$ cat src/rtl/gfx_pkg.sv
`default_nettype none
// ============================================================================
// Module   : gfx_pkg
// Brief    : Shared coordinate/pixel types and rasteriser state encoding.
// Revision : 1.0
// ============================================================================
package gfx_pkg;

    typedef logic [9:0] coord_t;
    typedef logic [3:0] pixel_t;

    typedef enum logic [2:0] {
        IDLE  = 3'd0,
        LOAD  = 3'd1,
        SETUP = 3'd2,
        WRITE = 3'd3,
        DONE  = 3'd4
    } rect_state_t;

    localparam int DEF_SCREEN_W = 640;
    localparam int DEF_SCREEN_H = 480;

endpackage
`default_nettype wire

$ cat src/rtl/rect_fill_engine_if.sv
`default_nettype none
// ============================================================================
// Module   : rect_fill_engine_if
// Brief    : Command handshake plus frame-buffer write port of the rasteriser.
// Revision : 1.0
// ============================================================================
interface rect_fill_engine_if;
    import gfx_pkg::*;

    logic   cmd_valid;
    logic   cmd_ready;
    coord_t cmd_x0;
    coord_t cmd_y0;
    coord_t cmd_x1;
    coord_t cmd_y1;
    pixel_t cmd_color;
    logic   gpu_access;
    coord_t gpu_x;
    coord_t gpu_y;
    pixel_t gpu_data;
    logic   gpu_we;
    logic   busy;
    logic   done;

    modport master (
        output cmd_valid, cmd_x0, cmd_y0, cmd_x1, cmd_y1, cmd_color,
        input  cmd_ready, gpu_access, gpu_x, gpu_y, gpu_data, gpu_we, busy, done
    );

    modport slave (
        input  cmd_valid, cmd_x0, cmd_y0, cmd_x1, cmd_y1, cmd_color,
        output cmd_ready, gpu_access, gpu_x, gpu_y, gpu_data, gpu_we, busy, done
    );

endinterface
`default_nettype wire

$ cat src/rtl/rect_clip_normalize.sv
`default_nettype none
// ============================================================================
// Module   : rect_clip_normalize
// Brief    : Orders two corners into min/max bounds; screen clipping when
//            RECT_FILL_CLIP_EN is defined.
// Revision : 1.0
// ============================================================================
module rect_clip_normalize
    import gfx_pkg::*;
#(
    parameter int SCREEN_W = DEF_SCREEN_W,
    parameter int SCREEN_H = DEF_SCREEN_H
) (
    input  coord_t x0,
    input  coord_t y0,
    input  coord_t x1,
    input  coord_t y1,
    output coord_t xmin,
    output coord_t xmax,
    output coord_t ymin,
    output coord_t ymax,
    output logic   empty
);

    coord_t w_xlo, w_xhi, w_ylo, w_yhi;

    if (SCREEN_W < 1 || SCREEN_W > 1024 || SCREEN_H < 1 || SCREEN_H > 1024) begin : g_bad_screen
        $error("rect_clip_normalize: screen size must fit 10-bit coordinates");
    end

    always_comb begin
        w_xlo = (x0 < x1) ? x0 : x1;
        w_xhi = (x0 < x1) ? x1 : x0;
        w_ylo = (y0 < y1) ? y0 : y1;
        w_yhi = (y0 < y1) ? y1 : y0;
    end

`ifdef RECT_FILL_CLIP_EN
    localparam coord_t C_X_LAST = coord_t'(SCREEN_W - 1);
    localparam coord_t C_Y_LAST = coord_t'(SCREEN_H - 1);

    always_comb begin
        xmin  = w_xlo;
        ymin  = w_ylo;
        xmax  = (w_xhi > C_X_LAST) ? C_X_LAST : w_xhi;
        ymax  = (w_yhi > C_Y_LAST) ? C_Y_LAST : w_yhi;
        empty = (w_xlo > C_X_LAST) || (w_ylo > C_Y_LAST);
    end
`else
    always_comb begin
        xmin  = w_xlo;
        ymin  = w_ylo;
        xmax  = w_xhi;
        ymax  = w_yhi;
        empty = 1'b0;
    end
`endif

endmodule
`default_nettype wire

$ cat src/rtl/rect_fill_engine.sv
`default_nettype none
// ============================================================================
// Module   : rect_fill_engine
// Brief    : Row-major filled-rectangle rasteriser into the frame-buffer write
//            port. Optional clipping macro: RECT_FILL_CLIP_EN.
// Revision : 1.0
// ============================================================================
module rect_fill_engine
    import gfx_pkg::*;
#(
    parameter int SCREEN_W = DEF_SCREEN_W,
    parameter int SCREEN_H = DEF_SCREEN_H,
    parameter int RD_WAIT  = 1
) (
    input  logic                gpu_clk,
    input  logic                reset,
    rect_fill_engine_if.slave   bus
);

    localparam int                    C_WAIT_W    = (RD_WAIT > 1) ? $clog2(RD_WAIT) : 1;
    localparam logic [C_WAIT_W-1:0]   C_WAIT_LAST = C_WAIT_W'(RD_WAIT - 1);

    if (RD_WAIT < 1) begin : g_bad_rd_wait
        $error("rect_fill_engine: RD_WAIT must be at least 1");
    end

    rect_state_t            r_state, w_next;
    logic [C_WAIT_W-1:0]    r_wait;
    coord_t                 r_x0, r_y0, r_x1, r_y1;
    pixel_t                 r_color;
    coord_t                 r_gpu_x, r_gpu_y;
    coord_t                 w_xmin, w_xmax, w_ymin, w_ymax;
    logic                   w_empty;
    logic                   w_more;

    rect_clip_normalize #(
        .SCREEN_W (SCREEN_W),
        .SCREEN_H (SCREEN_H)
    ) u_clip (
        .x0    (r_x0),
        .y0    (r_y0),
        .x1    (r_x1),
        .y1    (r_y1),
        .xmin  (w_xmin),
        .xmax  (w_xmax),
        .ymin  (w_ymin),
        .ymax  (w_ymax),
        .empty (w_empty)
    );

    assign w_more = (r_gpu_x < w_xmax) || (r_gpu_y < w_ymax);

    always_ff @(posedge gpu_clk or posedge reset) begin
        if (reset) begin
            r_state <= IDLE;
        end else begin
            r_state <= w_next;
        end
    end

    always_comb begin
        w_next         = r_state;
        bus.cmd_ready  = 1'b0;
        bus.gpu_access = 1'b0;
        bus.gpu_we     = 1'b0;
        bus.busy       = 1'b1;
        bus.done       = 1'b0;
        case (r_state)
            IDLE: begin
                bus.cmd_ready = 1'b1;
                bus.busy      = 1'b0;
                if (bus.cmd_valid) w_next = LOAD;
            end
            LOAD:  w_next = w_empty ? DONE : SETUP;
            SETUP: begin
                bus.gpu_access = 1'b1;
                if (r_wait == C_WAIT_LAST) w_next = WRITE;
            end
            WRITE: begin
                bus.gpu_access = 1'b1;
                bus.gpu_we     = 1'b1;
                w_next         = w_more ? SETUP : DONE;
            end
            DONE: begin
                bus.done = 1'b1;
                w_next   = IDLE;
            end
            default: w_next = IDLE;
        endcase
    end

    // Scan position only advances on a write, so address/data hold through the
    // read-wait window that precedes each strobe.
    always_ff @(posedge gpu_clk or posedge reset) begin
        if (reset) begin
            r_wait  <= '0;
            r_x0    <= '0;
            r_y0    <= '0;
            r_x1    <= '0;
            r_y1    <= '0;
            r_color <= '0;
            r_gpu_x <= '0;
            r_gpu_y <= '0;
        end else begin
            r_wait <= (r_state == SETUP) ? r_wait + 1'b1 : '0;
            case (r_state)
                IDLE: begin
                    if (bus.cmd_valid) begin
                        r_x0    <= bus.cmd_x0;
                        r_y0    <= bus.cmd_y0;
                        r_x1    <= bus.cmd_x1;
                        r_y1    <= bus.cmd_y1;
                        r_color <= bus.cmd_color;
                    end
                end
                LOAD: begin
                    if (!w_empty) begin
                        r_gpu_x <= w_xmin;
                        r_gpu_y <= w_ymin;
                    end
                end
                WRITE: begin
                    if (r_gpu_x < w_xmax) begin
                        r_gpu_x <= r_gpu_x + 1'b1;
                    end else if (r_gpu_y < w_ymax) begin
                        r_gpu_x <= w_xmin;
                        r_gpu_y <= r_gpu_y + 1'b1;
                    end
                end
                default: ;
            endcase
        end
    end

    assign bus.gpu_x    = r_gpu_x;
    assign bus.gpu_y    = r_gpu_y;
    assign bus.gpu_data = r_color;

endmodule
`default_nettype wire

$ cat src/flat_wrapper.sv
// flat-port wrapper written by rule: the top's interface ports become plain ports
module rect_fill_engine_flat import gfx_pkg::*;
#(
    parameter int SCREEN_W = DEF_SCREEN_W,
    parameter int SCREEN_H = DEF_SCREEN_H,
    parameter int RD_WAIT  = 1
)
  (gpu_clk, reset, bus_cmd_valid, bus_cmd_x0, bus_cmd_y0, bus_cmd_x1, bus_cmd_y1, bus_cmd_color, bus_cmd_ready, bus_gpu_access, bus_gpu_x, bus_gpu_y, bus_gpu_data, bus_gpu_we, bus_busy, bus_done);
  rect_fill_engine_if bus_i ();
  input  logic gpu_clk;
  input  logic reset;
  input wire logic [$bits(bus_i.cmd_valid)-1:0] bus_cmd_valid;
  input wire logic [$bits(bus_i.cmd_x0)-1:0] bus_cmd_x0;
  input wire logic [$bits(bus_i.cmd_y0)-1:0] bus_cmd_y0;
  input wire logic [$bits(bus_i.cmd_x1)-1:0] bus_cmd_x1;
  input wire logic [$bits(bus_i.cmd_y1)-1:0] bus_cmd_y1;
  input wire logic [$bits(bus_i.cmd_color)-1:0] bus_cmd_color;
  output wire logic [$bits(bus_i.cmd_ready)-1:0] bus_cmd_ready;
  output wire logic [$bits(bus_i.gpu_access)-1:0] bus_gpu_access;
  output wire logic [$bits(bus_i.gpu_x)-1:0] bus_gpu_x;
  output wire logic [$bits(bus_i.gpu_y)-1:0] bus_gpu_y;
  output wire logic [$bits(bus_i.gpu_data)-1:0] bus_gpu_data;
  output wire logic [$bits(bus_i.gpu_we)-1:0] bus_gpu_we;
  output wire logic [$bits(bus_i.busy)-1:0] bus_busy;
  output wire logic [$bits(bus_i.done)-1:0] bus_done;
  assign bus_i.cmd_valid = bus_cmd_valid;
  assign bus_i.cmd_x0 = bus_cmd_x0;
  assign bus_i.cmd_y0 = bus_cmd_y0;
  assign bus_i.cmd_x1 = bus_cmd_x1;
  assign bus_i.cmd_y1 = bus_cmd_y1;
  assign bus_i.cmd_color = bus_cmd_color;
  assign bus_cmd_ready = bus_i.cmd_ready;
  assign bus_gpu_access = bus_i.gpu_access;
  assign bus_gpu_x = bus_i.gpu_x;
  assign bus_gpu_y = bus_i.gpu_y;
  assign bus_gpu_data = bus_i.gpu_data;
  assign bus_gpu_we = bus_i.gpu_we;
  assign bus_busy = bus_i.busy;
  assign bus_done = bus_i.done;
  rect_fill_engine #(.SCREEN_W(SCREEN_W), .SCREEN_H(SCREEN_H), .RD_WAIT(RD_WAIT)) u_core (.gpu_clk(gpu_clk), .reset(reset), .bus(bus_i));
endmodule
$ cat config.mk
export PLATFORM = sky130hd
export DESIGN_NAME = rect_fill_engine_flat
export DESIGN_NICKNAME = d
export VERILOG_FILES = /design/src/rtl/gfx_pkg.sv /design/src/rtl/rect_fill_engine_if.sv /design/src/rtl/rect_clip_normalize.sv /design/src/rtl/rect_fill_engine.sv /design/src/flat_wrapper.sv
export SDC_FILE = /design/constraint.sdc
export NUM_CORES = 1
export LEC_CHECK = 0
export BUFFER_PORTS_ARGS = -buffer_cell sky130_fd_sc_hd__buf_2
export CAP_MARGIN = 0
export CORE_UTILIZATION = 60
export CTS_BUF_LIST = sky130_fd_sc_hd__clkbuf_16
export CTS_CLUSTER_SIZE = 24
export DETAILED_ROUTE_END_ITERATION = 16
export PLACE_DENSITY = 0.95
export SLEW_MARGIN = 20
export SYNTH_ARGS = -nofsm -noshare
export SYNTH_HDL_FRONTEND = slang
export SYNTH_SLANG_ARGS = --single-unit
export TNS_END_PERCENT = 30
$ cat constraint.sdc
create_clock -name gpu_clk -period 11.9 [get_ports gpu_clk]
set_input_delay 2.38 -clock gpu_clk [delete_from_list [all_inputs] [get_ports gpu_clk]]
set_output_delay 2.38 -clock gpu_clk [all_outputs]
set_load 0.05 [all_outputs]
==> Word level (Yosys, flattened, before mapping) <==
Cells that the tools add are included.
{ "classes": {"n_eq_ne": 9, "addsub": 3, "order_cmp": 4, "n_reduce_logical": 8, "mux": 20} }
{ "op_table": {"columns": ["op", "n"], "rows": [
  ["$mux W10", 8],
  ["$lt A10 B10 Y1", 4],
  ["$pmux W10 S2", 2],
  ["$add A10 B1 Y10 const B", 2],
  ["$pmux W3 S4", 1],
  ["$mux W3", 3],
  ["$eq A3 B2 Y1 const B", 2],
  ["$mux W1", 6],
  ["$ne A2 B2 Y1 const B", 3],
  ["$reduce_and A2 Y1", 3],
  ["$eq A3 B1 Y1 const B", 1],
  ["$eq A3 B3 Y1 const B", 1],
  ["$logic_not A3 Y1", 1],
  ["$ne A3 B1 Y1 const B", 1],
  ["$reduce_and A3 Y1", 1],
  ["$ne A2 B1 Y1 const B", 1],
  ["$reduce_bool A2 Y1", 1],
  ["$reduce_or A2 Y1", 1],
  ["$add A1 B1 Y1 const B", 1],
  ["$logic_or A1 B1 Y1", 1]
]} }
{ "word_totals": {"wordCells": 53, "in_bits": 47, "output_inout_bits": 29, "regBits": 68} }

==> Longest topological paths before layout <==
Gate-level depths: netlist (run 1).
{ "logic_depth": {"depth_word": 6, "mapped_depth": 20, "ltp_nobuf": 17} }

==> Cells and area by module <==
From an unflattened synthesis (run 1), not the netlist that was laid out.
{ "unflattened": {"hier_cells": 431, "area_unflattened_um2": 4623.2} }
{ "by_module_without_submodules": {"columns": ["mod", "n_inst", "cells_each", "area_per_inst_um2", "seq_area_each_um2"], "rows": [
  ["rect_fill_engine", 1, 325, 3653.5, 1701.6],
  ["rect_clip_normalize", 1, 106, 969.7, 0.0]
]} }

==> Worst setup path after synthesis (run 1) <==
Ideal clock, no wire load.
{ "synth_path": {"path_type": "register -> output", "start": "register u_core.r_state[1]", "end": "output port bus_busy", "stages_incl_launch_ff": 4, "setup_slack_ns": 7.281, "n_path_buf": 1, "required_ns": 9.520, "arrival_ns": 2.239, "cell_sequence": "dfrtp_1 clkbuf_1 nor3_1 inv_1"} }
{ "synth_via": {"elab_chain_cells": 2} }
{ "synth_lines": {"columns": ["item", "line", "rtl"], "rows": [
  ["start, declared", "rect_fill_engine.sv:27", "rect_state_t r_state, w_next;"],
  ["start signal, assigned", "rect_fill_engine.sv:57", "r_state <= w_next;"],
  ["$logic_not A3 Y1", "rect_fill_engine.sv:68", "case (r_state)"],
  ["$mux W1", "rect_fill_engine.sv:68", null],
  ["end, declared", "flat_wrapper.sv:24", "output wire logic [$bits(bus_i.busy)-1:0] bus_busy;"]
]} }
No other way between the ends.

==> Worst setup path after layout (run 1) <==
{ "layout_path": {"start": "register u_core.r_x1[4]", "end": "register u_core.r_gpu_x[6] (netlist: u_core.bus.gpu_x[6])"} }
{ "layout_via": {"elab_chain_cells": 5, "elab_cells_between_ends": 9, "classes_between": "2 x order compare; 1 x eq/ne; 5 x mux; 1 x reduce/logical"} }
{ "layout_lines": {"columns": ["item", "line", "rtl"], "rows": [
  ["start, declared", "rect_fill_engine.sv:29", "coord_t r_x0, r_y0, r_x1, r_y1;"],
  ["start signal, assigned", "rect_fill_engine.sv:111", "r_x1 <= bus.cmd_x1;"],
  ["$lt A10 B10 Y1", "rect_clip_normalize.sv:32, rect_clip_normalize.sv:33", null],
  ["$mux W10 (on tied branches)", "rect_clip_normalize.sv:33, rect_clip_normalize.sv:32", null],
  ["$lt A10 B10 Y1 / $mux W10 (equally long branches)", "rect_fill_engine.sv:123, rect_fill_engine.sv:125", null],
  ["$mux W10 / $ne A3 B1 Y1 (equally long branches)", null, null],
  ["$pmux W10 S2 / $reduce_and A2 Y1 (equally long branches)", null, null],
  ["end signal, assigned", "rect_fill_engine.sv:118", "r_gpu_x <= w_xmin;"],
  ["end signal, assigned", "rect_fill_engine.sv:124", "r_gpu_x <= r_gpu_x + 1'b1;"],
  ["end signal, assigned", "rect_fill_engine.sv:126", "r_gpu_x <= w_xmin;"],
  ["end, declared", "rect_fill_engine.sv:31", "coord_t r_gpu_x, r_gpu_y;"]
]} }
Several ways; a longest one is shown, not always the timed one. The select of a mux whose other input is x is not followed.
A chain may end at the register's enable or synchronous reset.

==> flow_summary_export.csv, run 1 <==
group,metric,value,unit
routing,ant_nets,0,
synthesis,yosysTopAreaCellShare,38.8,%
grt,grt-ovfl-total,0,
routing,vias,4006,
setup_path,arrival,5.23,ns
sta,setup_viol,0,
grt,grt_pass1_vias,3920,
clock_network,cts_setup_buffers,0,
clock_network,hold_buffers,0,
setup_path,worst_r2r_path_depth,17,
setup_path,r2r-start,"u_core.r_x1[4]",
synthesis,ys_seq_area_share,38.8,%
clock_network,cts_resized,0,
routing,post_drt_via_cell_ratio,6.27,
synthesis,yosys_warnings,0,
floorplanning,ios,76,
routing,first_pass_iters,5,
synthesis,yosysTopAreaCell,"dfrtp_1",
grt,antenna_found_initial,0,
grt,track_usage,31.5,%
run_status,run_status,"finished, final reports clean",
synthesis,yosys_register_bits,68,
routing,drc,0,
sta,relSlewSlack,42.1,%
finish,diodes,0,
sta,finalCritPeriodShare,42.2,%
floorplanning,dieArea,0.00765,mm²
setup_path,start_kind,"flop",
setup_path,path_max_fanout,27,
routing,dr.first_iter.drc_count,486,
setup_path,cp_num_buf_inv,1,
synthesis,async_reset_ff_share,100,%
min_path,hold_depth,1,
placement,gp_routability_congestion,0.922,
floorplanning,die_w,87.5,µm
setup_path,critPathMostFrequentCell,"a21oi_1",
clock_network,cts_sinks,68,
setup_path,worst_ep_required_time,12.11,ns
min_path,hold_start,"u_core.r_wait",
floorplanning,rows,30,
setup_path,crit_family,"compound AO/OA/AOI/OAI gates",
sta,setup_tns,0,ns
clock_network,clkSlewWorstSetupHoldPaths,0.06,ns
sta,fmaxAchievable,199,MHz
sta,finalHoldViolations,0,
routing,finalWirelength,11200,µm
placement,numPortBuffers,75,
clock_network,root_buffer,"clkbuf_16",
clock_network,clk-insertion-delay-late,0.34,ns
setup_path,crit_path_top_delay_cell,"o31ai_2",
synthesis,syn-cell-area,0.00438,mm²
finish,final_cell_mix,"75 x buf_2, 68 x dfrtp_1, 53 x nand2_1",
min_path,min_path_type,"flop to flop",
run,max_cap_violations,0,
finish,fin_nets,623,
synthesis,synth_nets,556,
finish,final_common_cell,"buf_2",
placement,dp_hpwl,7940,µm
setup_path,path_class,"flop to flop",
synthesis,synth_cell_types,49,
finish,fin_util,73.3,%
setup_path,cpPeakStageDelay,0.72,ns
sta,fin_crit,5.02,ns
sta,rsz0062_at_grt,"false",
min_path,holdPathEnd,"u_core.r_wait",
clock_network,numCtsBuffers,9,
routing,drt-wirelength-per-cell,17.5,µm
sta,tightest_slew,0.868,ns
setup_path,path_cells,"inv_1 -> ha_1 -> a21oi_1 -> a211oi_1 -> a2111oi_4 -> nand2_1 -> nor2_1 -> a21oi_1 -> ha_1 -> nand4_1 -> o22ai_1 -> a211oi_1 -> o21ai_0 -> a211oi_2 -> o31ai_2 -> a21oi_1 -> a2bb2oi_1",
clock_network,cts_buffer_depth,2,
clock_network,cts-htree-levels,3,
setup_path,reg2reg_to,"u_core.bus.gpu_x[6]",
finish,drive_gt1_share,24.3,%
floorplanning,die_h,87.5,µm
synthesis,synth-edff-count,0,
floorplanning,initial_core_util,63.1,%
grt,grt_pass1_wl,18400,µm
synthesis,ys_top_cells_by_area,"dfrtp_1 39%, ha_1 11%, mux2_2 6.9%, a21oi_1 5.0%, nand2_1 4.5%",
sta,slew_viol_final,0,
setup_path,crit_path_end_kind,"flop",
setup_path,reg2reg_slack,6.88,ns
grt,grt_max_degree,69,
synthesis,syn_inst,471,
synthesis,ys.flop_type,"dfrtp_1",
synthesis,syn_avg_cell_area,9.31,µm²
finish,areaGrowthSynthToFinish,16.0,%
floorplanning,coreArea,0.00694,mm²
sta,finClkSkew,0.00803,ns
clock_network,cts_tree,"yes",
-- layout make-up --
cell class	instances	area, µm²
multi-input combinational	352	2480
sequential	68	1700
tap	96	120
clock buffer	9	225
timing repair buffer	78	398
clock inverter	7	51.3
inverter	29	109
fill	447	1860
-- worst register-to-register path, stage by stage, from the launching register on --
cell       delay (ns)
dfrtp_1          0.36
inv_1            0.13
ha_1             0.30
a21oi_1          0.20
a211oi_1         0.13
a2111oi_4        0.40
nand2_1          0.57
nor2_1           0.29
a21oi_1          0.08
ha_1             0.35
nand4_1          0.12
o22ai_1          0.18
a211oi_1         0.07
o21ai_0          0.52
a211oi_2         0.16
o31ai_2          0.72
a21oi_1          0.13
a2bb2oi_1        0.17
-- Yosys cell counts, types with 6 or more instances --
cell / instances
dfrtp_1: 68
nand2_1: 53
a21oi_1: 44
ha_1: 38
o21ai_0: 33
inv_1: 29
nor2_1: 28
mux2_2: 27
nand3_1: 17
mux2i_1: 16
o22ai_1: 13
buf_2: 9
clkbuf_1: 9
nand4_1: 9
and3_1: 7
a211oi_1: 6
a2bb2oi_1: 6
-- cell families (layout without fill, tap and decap cells) --
| group | count (synthesis) | count (layout) | synth area share [%] |
|---|---|---|---|
| AOI/OAI and AO/OA | 132 | 132 | 19.9 |
| adders and majority gates | 38 | 38 | 10.8 |
| buffers and inverters | 51 | 123 | 4.79 |
| DFF | 68 | 68 | 38.8 |
| muxes | 43 | 43 | 10.6 |
| and+or+nand+nor | 139 | 139 | 15.1 |
-- how the worst max path moves through the flow --
stage / start / to / slack (ns) / cells after the start
6_report: u_core.r_x1[4] / u_core.bus.gpu_x[6] / 6.88 / 17
5_1_grt: u_core.r_x1[4] / u_core.bus.gpu_x[7] / 6.50 / 17
4_1_cts: u_core.r_y1[7] / u_core.bus.gpu_y[9] / 6.74 / 16
3_5_place_dp: u_core.r_y1[7] / u_core.bus.gpu_y[9] / 6.78 / 16
3_3_place_gp: u_core.r_y0[7] / u_core.bus.gpu_y[9] / 7.19 / 15
2_1_floorplan: u_core.r_state[1] / bus_busy / 7.28 / 3
-- registers in the layout, indices dropped and copies added (netlist names) --
register	count
u_core.bus.gpu_y	10
u_core.bus.gpu_x	10
u_core.r_wait	1
u_core.r_x0	10
u_core.r_state	3
u_core.r_y0	10
u_core.bus.gpu_data	4
u_core.r_y1	10
u_core.r_x1	10
-- routing by layer --
metal,wire (µm),vias up,part of all wire [%],GRT usage (%)
met4,448,0,4.0,18.9
li1,-,1866,-,-
met5,0,-,0,0
met1,4630,1871,41,41.5
met3,887,53,7.9,5.97
met2,5200,216,47,48.1
-- per-stage QoR --
step           cell area (µm²)  setup WS [ns]  instances  hold WS (ns)
6_report                  5090           6.88        639         0.413
5_1_grt                   5090           6.50        639         0.435
4_1_cts                   5080           6.74        639         0.416
3_5_place_dp              4800           6.78        623         0.404
3_3_place_gp              4800           7.19        623         0.397
2_1_floorplan             4380           7.28        471         0.386
Power of run 1 is left out: the tool's default activity adds up to more than one toggle a clock period on the data nets, which glitch-free logic cannot reach.
==> run 2: changes to the inputs <==
CORE_UTILIZATION = 57   (was 60)
PLACE_DENSITY = 0.91   (was 0.95)
clock period = 5.09 ns   (was 11.9 ns; I/O delays follow)
==> run 2 against run 1 <==
  * Hold slack better by 0.020 ns
  * Clock skew down 0.0013 ns
  * First-iteration DRC count up 7.0%
  * Final area up 1.9%
  * Highest routed layer unchanged
  * Setup slack worse by 6.5 ns
  * Critical path depth unchanged
  * Sequential share of layout area down 0.62 points
  * Count of clock-buffer cells in the layout unchanged
  * Die area up 5.1%
  * Maximum frequency up 7.5%
  * Critical path type unchanged
==> flow_summary_export.csv, run 2 (synthesis results as in run 1) <==
group,metric,value,unit
floorplanning,rows,31,
run_status,run_status,"finished, final reports clean",
finish,fillers,511,
min_path,min_path_type,"flop to flop",
clock_network,root_buffer,"clkbuf_16",
floorplanning,die_w,89.7,µm
placement,numPortBuffers,75,
min_path,holdPathEnd,"u_core.r_wait",
routing,drt-wirelength-per-cell,17.7,µm
floorplanning,die_h,89.7,µm
finish,diodes,0,
sta,finalHoldViolations,0,
sta,setup_tns,0,ns
sta,relSlewSlack,47.3,%
grt,antenna_found_initial,0,
routing,drc,0,
setup_path,crit_family,"compound AO/OA/AOI/OAI gates",
finish,areaGrowthSynthToFinish,18.2,%
finish,final_cell_mix,"75 x buf_2, 68 x dfrtp_1, 52 x nand2_1",
floorplanning,ios,76,
setup_path,start_kind,"flop",
setup_path,worst_ep_required_time,5.32,ns
finish,multiInputGateArea,0.00249,mm²
sta,fin_crit,4.67,ns
sta,slew_viol_final,0,
grt,track_usage,28.5,%
setup_path,path_max_fanout,27,
clock_network,cts-htree-levels,3,
sta,fmaxAchievable,214,MHz
clock_network,cts_buffer_depth,2,
grt,grt_pass1_vias,3853,
finish,fin_nets,626,
routing,first_pass_iters,6,
grt,grt_max_degree,64,
finish,seq_area,0.00170,mm²
clock_network,clk-insertion-delay-late,0.33,ns
setup_path,path_class,"flop to flop",
sta,finClkSkew,0.00678,ns
setup_path,crit_path_top_delay_cell,"o21ai_0",
clock_network,numCtsBuffers,9,
run,max_cap_violations,0,
floorplanning,initial_core_util,59.8,%
min_path,hold_depth,1,
grt,grt_pass1_wl,18300,µm
setup_path,arrival,4.90,ns
sta,setup_viol,0,
finish,drive_gt1_share,24.7,%
placement,dp_hpwl,8040,µm
setup_path,cp_num_buf_inv,1,
setup_path,r2r-start,"u_core.r_x1[4]",
setup_path,reg2reg_slack,0.42,ns
clock_network,cts_setup_buffers,0,
sta,rsz0062_at_grt,"false",
routing,vias,4058,
setup_path,path_cells,"inv_1 -> ha_1 -> a21oi_1 -> a211oi_1 -> a2111oi_4 -> nand2_2 -> nor2_1 -> a21oi_1 -> ha_1 -> nand4_1 -> o22ai_1 -> a211oi_1 -> o21ai_0 -> a211o_1 -> nand4_4 -> or2_0 -> a311oi_1",
clock_network,cts_sinks,68,
routing,dr.first_iter.drc_count,520,
grt,grt-ovfl-total,0,
setup_path,cpPeakStageDelay,0.62,ns
sta,finalCritPeriodShare,91.8,%
sta,tightest_slew,0.785,ns
setup_path,reg2reg_to,"u_core.bus.gpu_y[9]",
clock_network,clkSlewWorstSetupHoldPaths,0.06,ns
clock_network,cts_tree,"yes",
min_path,hold_start,"u_core.r_wait",
setup_path,worst_r2r_path_depth,17,
floorplanning,coreArea,0.00733,mm²
placement,gp_routability_congestion,0.920,
finish,final_common_cell,"buf_2",
sta,holdWs,0.434,ns
clock_network,hold_buffers,0,
routing,ant_nets,0,
floorplanning,dieArea,0.00805,mm²
setup_path,crit_path_end_kind,"flop",
routing,finalWirelength,11400,µm
routing,post_drt_via_cell_ratio,6.29,
[run 2: cell count changes in the layout (fill, tap and decap cells not counted), sizes merged]
| cell | change |
|---|---|
| clkinvlp | -1 |
| bufinv | +3 |
| buf | +3 |
| inv | -2 |
[run 2: through the flow]
step | setup slack (ns) | instances | utilization, % | area [µm²]
after global placement | 0.651 | 629 | 65.9 | 4830
after floorplan | 0.766 | 471 | - | 4380
after detailed placement | 0.352 | 629 | 65.9 | 4830
final | 0.419 | 645 | 70.7 | 5180
after CTS | 0.232 | 645 | 70.5 | 5170
after global routing | 0.187 | 645 | 70.7 | 5180
[run 2: worst max-delay path by stage]
stage | from | depth (start not counted) | endpoint
CTS | u_core.r_x1[4] | 17 | u_core.bus.gpu_x[4]
finish | u_core.r_x1[4] | 17 | u_core.bus.gpu_y[9]
floorplan | u_core.r_y1[7] | 18 | u_core.bus.gpu_y[9]
global route | u_core.r_x1[4] | 17 | u_core.bus.gpu_y[9]
detailed placement | u_core.r_x1[4] | 17 | u_core.bus.gpu_x[4]
global placement | u_core.r_x0[4] | 16 | u_core.bus.gpu_x[5]
[run 2: area by class of cell]
| type | instances | area share (%) |
|---|---|---|
| repair buffers | 81 | 8.11 |
| well taps | 99 | 2.39 |
| inverters | 29 | 2.10 |
| clock buffers | 9 | 4.34 |
| multi-input cells | 352 | 48.0 |
| clock inverters | 7 | 2.22 |
| flip-flops and latches | 68 | 32.8 |
[run 2: what timing repair did]
| item | in CTS | in global routing |
|---|---|---|
| resized for setup | 0 | 2 |
| setup endpoints to repair | 0 | 14 |
| hold endpoints to repair | 0 | 0 |
[run 2: per-layer routing]
metal	track usage, %	share of wire (%)	up-vias
li1	-	-	1857
met1	38.1	42	1933
met2	45.6	47	222
met3	4.99	8.1	46
met4	12.0	3.2	0
met5	0	0	-
Power of run 2 is left out for the same reason.
